File: src/rtl/mem_arbiter_if.sv
// Bus bundle between the I/D caches, the RAM model and mem_arbiter.
// The arbiter takes the slave view; the environment (caches + RAM) takes the master view.
interface mem_arbiter_if;
    // Instruction cache side
    logic        iREN;
    logic [31:0] iaddr;
    logic [31:0] iload;
    logic        iwait;
    // Data cache side
    logic        dREN;
    logic        dWEN;
    logic [31:0] daddr;
    logic [31:0] dstore;
    logic [31:0] dload;
    logic        dwait;
    // RAM side
    logic        ramREN;
    logic        ramWEN;
    logic [31:0] ramaddr;
    logic [31:0] ramstore;
    logic [31:0] ramload;
    logic [1:0]  ramstate;
    logic        ramerr;

    modport slave (
        input  iREN, iaddr, dREN, dWEN, daddr, dstore, ramload, ramstate,
        output iload, iwait, dload, dwait, ramREN, ramWEN, ramaddr, ramstore, ramerr
    );

    modport master (
        output iREN, iaddr, dREN, dWEN, daddr, dstore, ramload, ramstate,
        input  iload, iwait, dload, dwait, ramREN, ramWEN, ramaddr, ramstore, ramerr
    );
endinterface

File: src/rtl/mem_arbiter.sv
// Shares one RAM port between the instruction and data caches.
// Data has priority; a saturating starvation counter forces an instruction
// grant after STARVE_MAX consecutive data grants with a fetch pending.
// Each grant is held until RAM reports ACCESS, then one IDLE arbitration cycle follows.
module mem_arbiter #(
    parameter int STARVE_MAX = 4
) (
    input  logic          CLK,
    input  logic          RST,
    mem_arbiter_if.slave  bus
);

    localparam logic [1:0] IDLE   = 2'd0;
    localparam logic [1:0] IFETCH = 2'd1;
    localparam logic [1:0] DREAD  = 2'd2;
    localparam logic [1:0] DWRITE = 2'd3;

    localparam logic [1:0] RAM_ACCESS = 2'd2;
    localparam logic [1:0] RAM_ERROR  = 2'd3;

    localparam logic [3:0] C_STARVE_MAX = 4'(STARVE_MAX);

    logic [1:0] r_state;
    logic [1:0] w_next_state;
    logic [3:0] r_count;
    logic [3:0] w_next_count;
    logic [3:0] w_data_count;
    logic       r_ramerr;
    logic       w_own_req;
    logic       w_serving;
    logic       w_done;

    // Is the request that owns the current service state still asserted?
    always_comb begin
        // NOTE: every combinational output gets a default first so no path leaves it unassigned (no latch).
        w_own_req = 1'b0;
        case (r_state)
            IFETCH:  w_own_req = bus.iREN;
            DREAD:   w_own_req = bus.dREN;
            DWRITE:  w_own_req = bus.dWEN;
            default: w_own_req = 1'b0;
        endcase
    end

    // A withdrawn request drops out of service immediately (abort); ACCESS completes it.
    assign w_serving = (r_state != IDLE) && w_own_req;
    assign w_done    = w_serving && (bus.ramstate == RAM_ACCESS);

    // Counter value after a data grant: count skips only while a fetch is waiting.
    assign w_data_count = !bus.iREN ? 4'd0 :
                          (r_count >= C_STARVE_MAX) ? C_STARVE_MAX : r_count + 4'd1;

    // Arbitration in IDLE and service-state exit conditions.
    always_comb begin
        w_next_state = r_state;
        w_next_count = r_count;
        case (r_state)
            IDLE: begin
                if (bus.iREN && (r_count == C_STARVE_MAX)) begin
                    w_next_state = IFETCH;
                    w_next_count = 4'd0;
                end else if (bus.dWEN) begin
                    w_next_state = DWRITE;
                    w_next_count = w_data_count;
                end else if (bus.dREN) begin
                    w_next_state = DREAD;
                    w_next_count = w_data_count;
                end else if (bus.iREN) begin
                    w_next_state = IFETCH;
                    w_next_count = 4'd0;
                end
            end
            default: begin
                // ERROR and BUSY/FREE both hold the state so the access retries or waits.
                if (!w_own_req || w_done) begin
                    w_next_state = IDLE;
                end
            end
        endcase
    end

    // State, starvation counter and sticky error flag.
    always_ff @(posedge CLK or posedge RST) begin
        if (RST) begin
            r_state  <= IDLE;
            r_count  <= 4'd0;
            r_ramerr <= 1'b0;
        end else begin
            // NOTE: sequential state uses non-blocking assignments so all registers update from pre-edge values.
            r_state <= w_next_state;
            r_count <= w_next_count;
            if (w_serving && (bus.ramstate == RAM_ERROR)) begin
                r_ramerr <= 1'b1;
            end
        end
    end

    // RAM port drive: zero unless a live request is in service.
    assign bus.ramREN   = w_serving && ((r_state == IFETCH) || (r_state == DREAD));
    assign bus.ramWEN   = w_serving && (r_state == DWRITE);
    assign bus.ramaddr  = !w_serving         ? 32'd0 :
                          (r_state == IFETCH) ? bus.iaddr : bus.daddr;
    assign bus.ramstore = (w_serving && (r_state == DWRITE)) ? bus.dstore : 32'd0;

    // Stalls drop only on the completing cycle of the owning master.
    assign bus.iwait  = !(w_done && (r_state == IFETCH));
    assign bus.dwait  = !(w_done && (r_state != IFETCH));
    assign bus.iload  = bus.ramload;
    assign bus.dload  = bus.ramload;
    assign bus.ramerr = r_ramerr;

endmodule

File: src/flat_wrapper.sv
// flat-port wrapper written by rule: the top's interface ports become plain ports
module mem_arbiter_flat 
#(
    parameter int STARVE_MAX = 4
)
  (CLK, RST, bus_iREN, bus_iaddr, bus_dREN, bus_dWEN, bus_daddr, bus_dstore, bus_ramload, bus_ramstate, bus_iload, bus_iwait, bus_dload, bus_dwait, bus_ramREN, bus_ramWEN, bus_ramaddr, bus_ramstore, bus_ramerr);
  mem_arbiter_if bus_i ();
  input  logic CLK;
  input  logic RST;
  input wire logic [$bits(bus_i.iREN)-1:0] bus_iREN;
  input wire logic [$bits(bus_i.iaddr)-1:0] bus_iaddr;
  input wire logic [$bits(bus_i.dREN)-1:0] bus_dREN;
  input wire logic [$bits(bus_i.dWEN)-1:0] bus_dWEN;
  input wire logic [$bits(bus_i.daddr)-1:0] bus_daddr;
  input wire logic [$bits(bus_i.dstore)-1:0] bus_dstore;
  input wire logic [$bits(bus_i.ramload)-1:0] bus_ramload;
  input wire logic [$bits(bus_i.ramstate)-1:0] bus_ramstate;
  output wire logic [$bits(bus_i.iload)-1:0] bus_iload;
  output wire logic [$bits(bus_i.iwait)-1:0] bus_iwait;
  output wire logic [$bits(bus_i.dload)-1:0] bus_dload;
  output wire logic [$bits(bus_i.dwait)-1:0] bus_dwait;
  output wire logic [$bits(bus_i.ramREN)-1:0] bus_ramREN;
  output wire logic [$bits(bus_i.ramWEN)-1:0] bus_ramWEN;
  output wire logic [$bits(bus_i.ramaddr)-1:0] bus_ramaddr;
  output wire logic [$bits(bus_i.ramstore)-1:0] bus_ramstore;
  output wire logic [$bits(bus_i.ramerr)-1:0] bus_ramerr;
  assign bus_i.iREN = bus_iREN;
  assign bus_i.iaddr = bus_iaddr;
  assign bus_i.dREN = bus_dREN;
  assign bus_i.dWEN = bus_dWEN;
  assign bus_i.daddr = bus_daddr;
  assign bus_i.dstore = bus_dstore;
  assign bus_i.ramload = bus_ramload;
  assign bus_i.ramstate = bus_ramstate;
  assign bus_iload = bus_i.iload;
  assign bus_iwait = bus_i.iwait;
  assign bus_dload = bus_i.dload;
  assign bus_dwait = bus_i.dwait;
  assign bus_ramREN = bus_i.ramREN;
  assign bus_ramWEN = bus_i.ramWEN;
  assign bus_ramaddr = bus_i.ramaddr;
  assign bus_ramstore = bus_i.ramstore;
  assign bus_ramerr = bus_i.ramerr;
  mem_arbiter #(.STARVE_MAX(STARVE_MAX)) u_core (.CLK(CLK), .RST(RST), .bus(bus_i));
endmodule
File: config.mk
export PLATFORM = sky130hd
export DESIGN_NAME = mem_arbiter_flat
export DESIGN_NICKNAME = d
export VERILOG_FILES = /design/src/rtl/mem_arbiter_if.sv /design/src/rtl/mem_arbiter.sv /design/src/flat_wrapper.sv
export SDC_FILE = /design/constraint.sdc
export NUM_CORES = 1
export LEC_CHECK = 0
export ABC_AREA = 1
export ABC_CLOCK_PERIOD_IN_PS = 1550
export BUFFER_PORTS_ARGS = -buffer_cell sky130_fd_sc_hd__buf_2
export CORE_AREA = 4 4 103 105
export CTS_BUF_LIST = sky130_fd_sc_hd__clkbuf_4
export DETAILED_ROUTE_END_ITERATION = 8
export DIE_AREA = 0 0 107 109
export GPL_TIMING_DRIVEN = 0
export PLACE_DENSITY = 0.57
export SLEW_MARGIN = 15
export SYNTH_ARGS = -nofsm -noshare
export SYNTH_HDL_FRONTEND = slang
export SYNTH_SLANG_ARGS = --single-unit
File: constraint.sdc
create_clock -name CLK -period 1.55 [get_ports CLK]
set_input_delay 0.155 -clock CLK [delete_from_list [all_inputs] [get_ports CLK]]
set_output_delay 0.155 -clock CLK [all_outputs]
set_load 0.03 [all_outputs]
Word level (Yosys, flattened, before mapping) --
Cells that the tools add are included.
Operators by class: reduce and logical (&&, ||, !) cells 19, $lt $le $gt $ge 1, eq/ne operators 8, $add $sub $neg 1, multiplexer cells 16
Operators with widths (count):
- $mux 32 | 3
- $mux 4 | 6
- $mux 2 | 6
- $eq 2x2->1 const B | 4
- $logic_and 1x1->1 | 8
- $ne 5x4->1 const B | 1
- $add 4x1->4 const B | 1
- $eq 4x3->1 const B | 1
- $ge 4x3->1 const B | 1
- $reduce_and 2->1 | 2
- $reduce_bool 2->1 | 2
- $reduce_bool 4->1 | 1
- $logic_not 1->1 | 3
- $pmux 1 s3 | 1
- $eq 2x1->1 const B | 1
- $logic_not 2->1 | 1
- $logic_or 1x1->1 | 2
- $ne 2x1->1 const B | 1
Word-level totals: input port bits 135, register bits 7

Longest topological paths before layout --
depth after elaboration 7, mapped depth 9

Worst setup path before layout --
No wires, ideal clock.
kind reg2out, from register u_core.r_state[1], to output port bus_ramaddr[22], buffers on the path 2, slack -186 ps, data arrival time 1581 ps, stages on the path, launching flop included 9, path through dfrtp_1 > inv_1 > ha_1 > buf_4 > nand2_2 > nand3_4 > nand2_4 > buf_6 > a21oi_1
On the way: longest elaborated chain between the ends 4
Ends and longest elaborated chain:
- start, declared | line mem_arbiter.sv:23 | logic [1:0] r_state;
- start signal, assigned | line mem_arbiter.sv:90 | r_state <= w_next_state;
- $eq 2x2->1 / $eq 2x1->1 (equally long branches) | line mem_arbiter.sv:37, mem_arbiter.sv:102
- $pmux 1 s3 | line mem_arbiter.sv:37 | case (r_state)
- $logic_and 1x1->1 | line mem_arbiter.sv:46 | assign w_serving = (r_state != IDLE) && w_own_req;
- $mux 32 * | line mem_arbiter.sv:101 | assign bus.ramaddr = !w_serving ? 32'd0 :
- end, declared | line flat_wrapper.sv:24 | output wire logic [$bits(bus_i.ramaddr)-1:0] bus_ramaddr;
Every way passes the cells marked *; elsewhere a longest branch is shown, timed or not.

Final worst setup path --
from register u_core.r_state[0], to output port bus_ramstore[10]
On the way: longest elaborated chain between the ends 5
Ends and longest elaborated chain:
- $eq 2x2->1, or another cell as far along | line mem_arbiter.sv:37, mem_arbiter.sv:103
- $pmux 1 s3 | line mem_arbiter.sv:37
- $logic_and 1x1->1 | line mem_arbiter.sv:46
- $logic_and 1x1->1 * | line mem_arbiter.sv:103 | assign bus.ramstore = (w_serving && (r_state == DWRITE)) ? bus.dstore : 32'd0;
- $mux 32 * | line mem_arbiter.sv:103
- end, declared | line flat_wrapper.sv:25 | output wire logic [$bits(bus_i.ramstore)-1:0] bus_ramstore;
Marked as above.

==> results.py <==
metrics = {
    "outcome": {
        "status": "complete, but fails checks",
        "violations": "setup timing",
    },
    "power_and_ir_drop": {
        "powerDensity_nw_per_um2": 1120,
        "p_leak_nw": 2.33,
        "ir_drop_v": 0.000701,
    },
    "cts": {
        "clockBufferDepth": 2,
        "path_clk_slew_ns": 0.05,
        "cts-buffers-inserted": 3,
        "insertion_delay_ns": 0.25,
        "ctsRootBufferMaster": "clkbuf_4",
        "htree_num_levels": 1,
        "clkSinkCount": 7,
        "cts_tree": "yes",
    },
    "setup_path": {
        "cp_slowest_stage_delay_ns": 0.46,
        "worst_path_most_repeated_cell": "nand3_4",
        "start_kind": "flip-flop",
        "worstPathArrival_ns": 1.76,
        "path_cells": "inv_2, ha_4, nand2_4, nand3_4, nand3_4, buf_12, nor2_4, buf_6",
        "crit_slowest_cell": "dfrtp_2",
        "crit_type": "reg2out",
        "endpoint_kind": "primary output",
        "cp_max_fo": 6,
        "crit_required_ns": 1.39,
    },
    "synthesis": {
        "synth.area.top_cells": "buf_4, nand2_1, a21oi_2, nor2_2, inv_1",
        "yosysWarnings": 0,
        "ys_seq_area_share_pct": 9.22,
        "synth_top_area_cell": "buf_4",
        "synth_fp_nets": 449,
        "synthCells": 308,
        "syn_area_per_cell_sq_um": 6.17,
        "yosysTopAreaCellShare_pct": 25.7,
        "syn_area_sq_um": 1900,
        "ys_seq_elements": 7,
        "synth_cell_types": 20,
    },
    "route": {
        "via_per_inst": 3.86,
        "dr_total_vias": 2671,
        "routed_wl_microns": 8770,
        "drt_iter0_markers": 96,
        "wl_per_cell_microns": 12.7,
        "dr.pass1.iters": 4,
        "drcViolationCount": 0,
        "drtAntennaViolNets": 0,
    },
    "timing": {
        "finClkSkew_ns": 0.00251,
        "slew_headroom_pct": 80.4,
        "holdWs_ns": 0.168,
        "fmax_mhz": 522,
        "slew_viol_final": 0,
        "finalHoldViolations": 0,
        "period_share_pct": 124,
        "period_needed_ns": 1.92,
        "setup_ws_ns": -0.367,
        "tightest_slew_ns": 0.293,
        "setup_viol": 68,
        "setup_tns_ns": -21.31,
        "rsz0062_at_grt": "yes",
    },
    "placement": {
        "dpl.hpwl_microns": 7130,
        "io_buffers": 235,
        "gp_congestion": 0.775,
        "place_worst_setup_slack_ns": -0.317,
    },
    "worst_hold_path": {
        "hold_path_class": "in2reg",
    },
    "floorplan": {
        "rows": 36,
        "die_h_microns": 109,
        "start_util_pct": 19.7,
        "io_pins": 268,
        "core-area_sq_um": 9640,
        "dieArea_sq_um": 11700,
        "die_w_microns": 107,
    },
    "cells_and_area": {
        "drive_gt1_share_pct": 73.3,
        "final_core_util_pct": 46.1,
        "antenna_cells": 0,
        "nNetsFinal": 701,
        "syn2layout_area_growth_pct": 134,
    },
    "grt": {
        "grt_pass1_wl_microns": 13100,
        "grt_start_max_net_pins": 11,
        "grt_overflow": 0,
        "antenna_found_initial": 0,
        "grt_usage_pct": 13.4,
        "grt_pass1_vias": 2754,
    },
    "job": {
        "maxCapViolations": 0,
    },
}
cell usage after synthesis, drive strengths merged:
library cell and n:
a21oi 35, buf 75, clkbuf 2, dfrtp 7, ha 6, inv 47, nand2 86, nand3 8
nand4 1, nor2 38, nor3 1, o21ai 1, o21bai 1
critical path, delay by kind of cell (launching register included):
family / cells / cell delay [ns]
simple gates: 4 / 0.46
fa+ha+maj: 1 / 0.14
buf+inv: 3 / 0.44
flops: 1 / 0.46
kinds of logic (layout without fill, tap and decap cells):
family	Yosys count	after routing	share of synthesized area, %
fa+ha+maj	6	6	3.95
simple gates	134	134	32.9
compound gates	37	37	14.0
flops	7	7	9.22
buf+inv	124	375	40.0
flip-flops by register name, indices dropped and copies added, names as in the netlist:
signal,cells
u_core.r_count,4
u_core.r_state,2
u_core.bus.ramerr,1
layer usage:
metal | track usage, % | share of wire [%] | wire, microns
met4 | 2.56 | 1.1 | 95
met3 | 1.12 | 5.4 | 471
met2 | 26.9 | 58 | 5110
met1 | 15.4 | 35 | 3090
met5 | 0 | 0 | 0
where the power goes:
part	total (mW)	leakage [nW]	internal (mW)	switching, mW
combinational	4.46	2.23	1.88	2.58
sequential	0.326	0.0866	0.248	0.0776
clock	0.184	0.0184	0.116	0.0686
final timing paths:
check / slack, ns / end / cells after the start / startpoint
max reg2reg: 0.11 / u_core.r_count[2] / 7 / u_core.r_state[0]
max: -0.37 / bus_ramstore[10] / 8 / u_core.r_state[0]
min: 0.17 / u_core.bus.ramerr / 3 / bus_ramstate[0]
min in group asynchronous: 0.38 / u_core.r_count[0] / 3 / RST
min reg2reg: 0.47 / u_core.bus.ramerr / 1 / u_core.bus.ramerr
max in group asynchronous: 0.92 / u_core.r_state[1] / 3 / RST
cells in the final DEF, fill, tap and decap left out, types with 2 or more instances in the layout:
cell	instances
nand3_4	2
buf_2	168
nor2_1	4
nand3_1	6
inv_2	3
buf_8	2
buf_12	6
nand2_1	82
a21oi_1	3
dfrtp_2	2
nor2_2	3
nor2_4	31
clkbuf_16	2
a21oi_2	4
ha_1	2
buf_6	71
buf_4	71
dfrtp_1	5
a21oi_4	28
ha_4	3
inv_1	42
nand2_4	2
clkbuf_4	5
final cells by class:
class,instances,area [sq um]
Buffer,76,668
Multi-Input combinational cell,177,1450
Fill cell,987,5200
Sequential cell,7,178
Tap cell,133,166
Inverter,47,186
Clock buffer,4,30.0
Timing Repair Buffer,248,1760
through the flow:
stage / area (sq um) / total power, mW / std cells
global placement: 3650 / 3.65 / 676
floorplan: 2310 / 2.90 / 308
CTS: 4360 / 4.83 / 690
global route: 4440 / 5.29 / 692
detailed placement: 3650 / 3.69 / 676
finish: 4440 / 4.97 / 692
timing repair:
| item | 4_1_cts | 5_1_grt |
|---|---|---|
| endpoints found under the hold margin | 7 | 0 |
| gates cloned | 2 | 2 |
| gates resized for setup | 182 | 10 |
| hold buffers | 1 | 0 |
| setup endpoints to repair | 68 | 70 |
| pin swaps | 2 | 9 |
| setup buffers | 7 | 1 |
No activity file was read; power rests on OpenSTA's default activity.
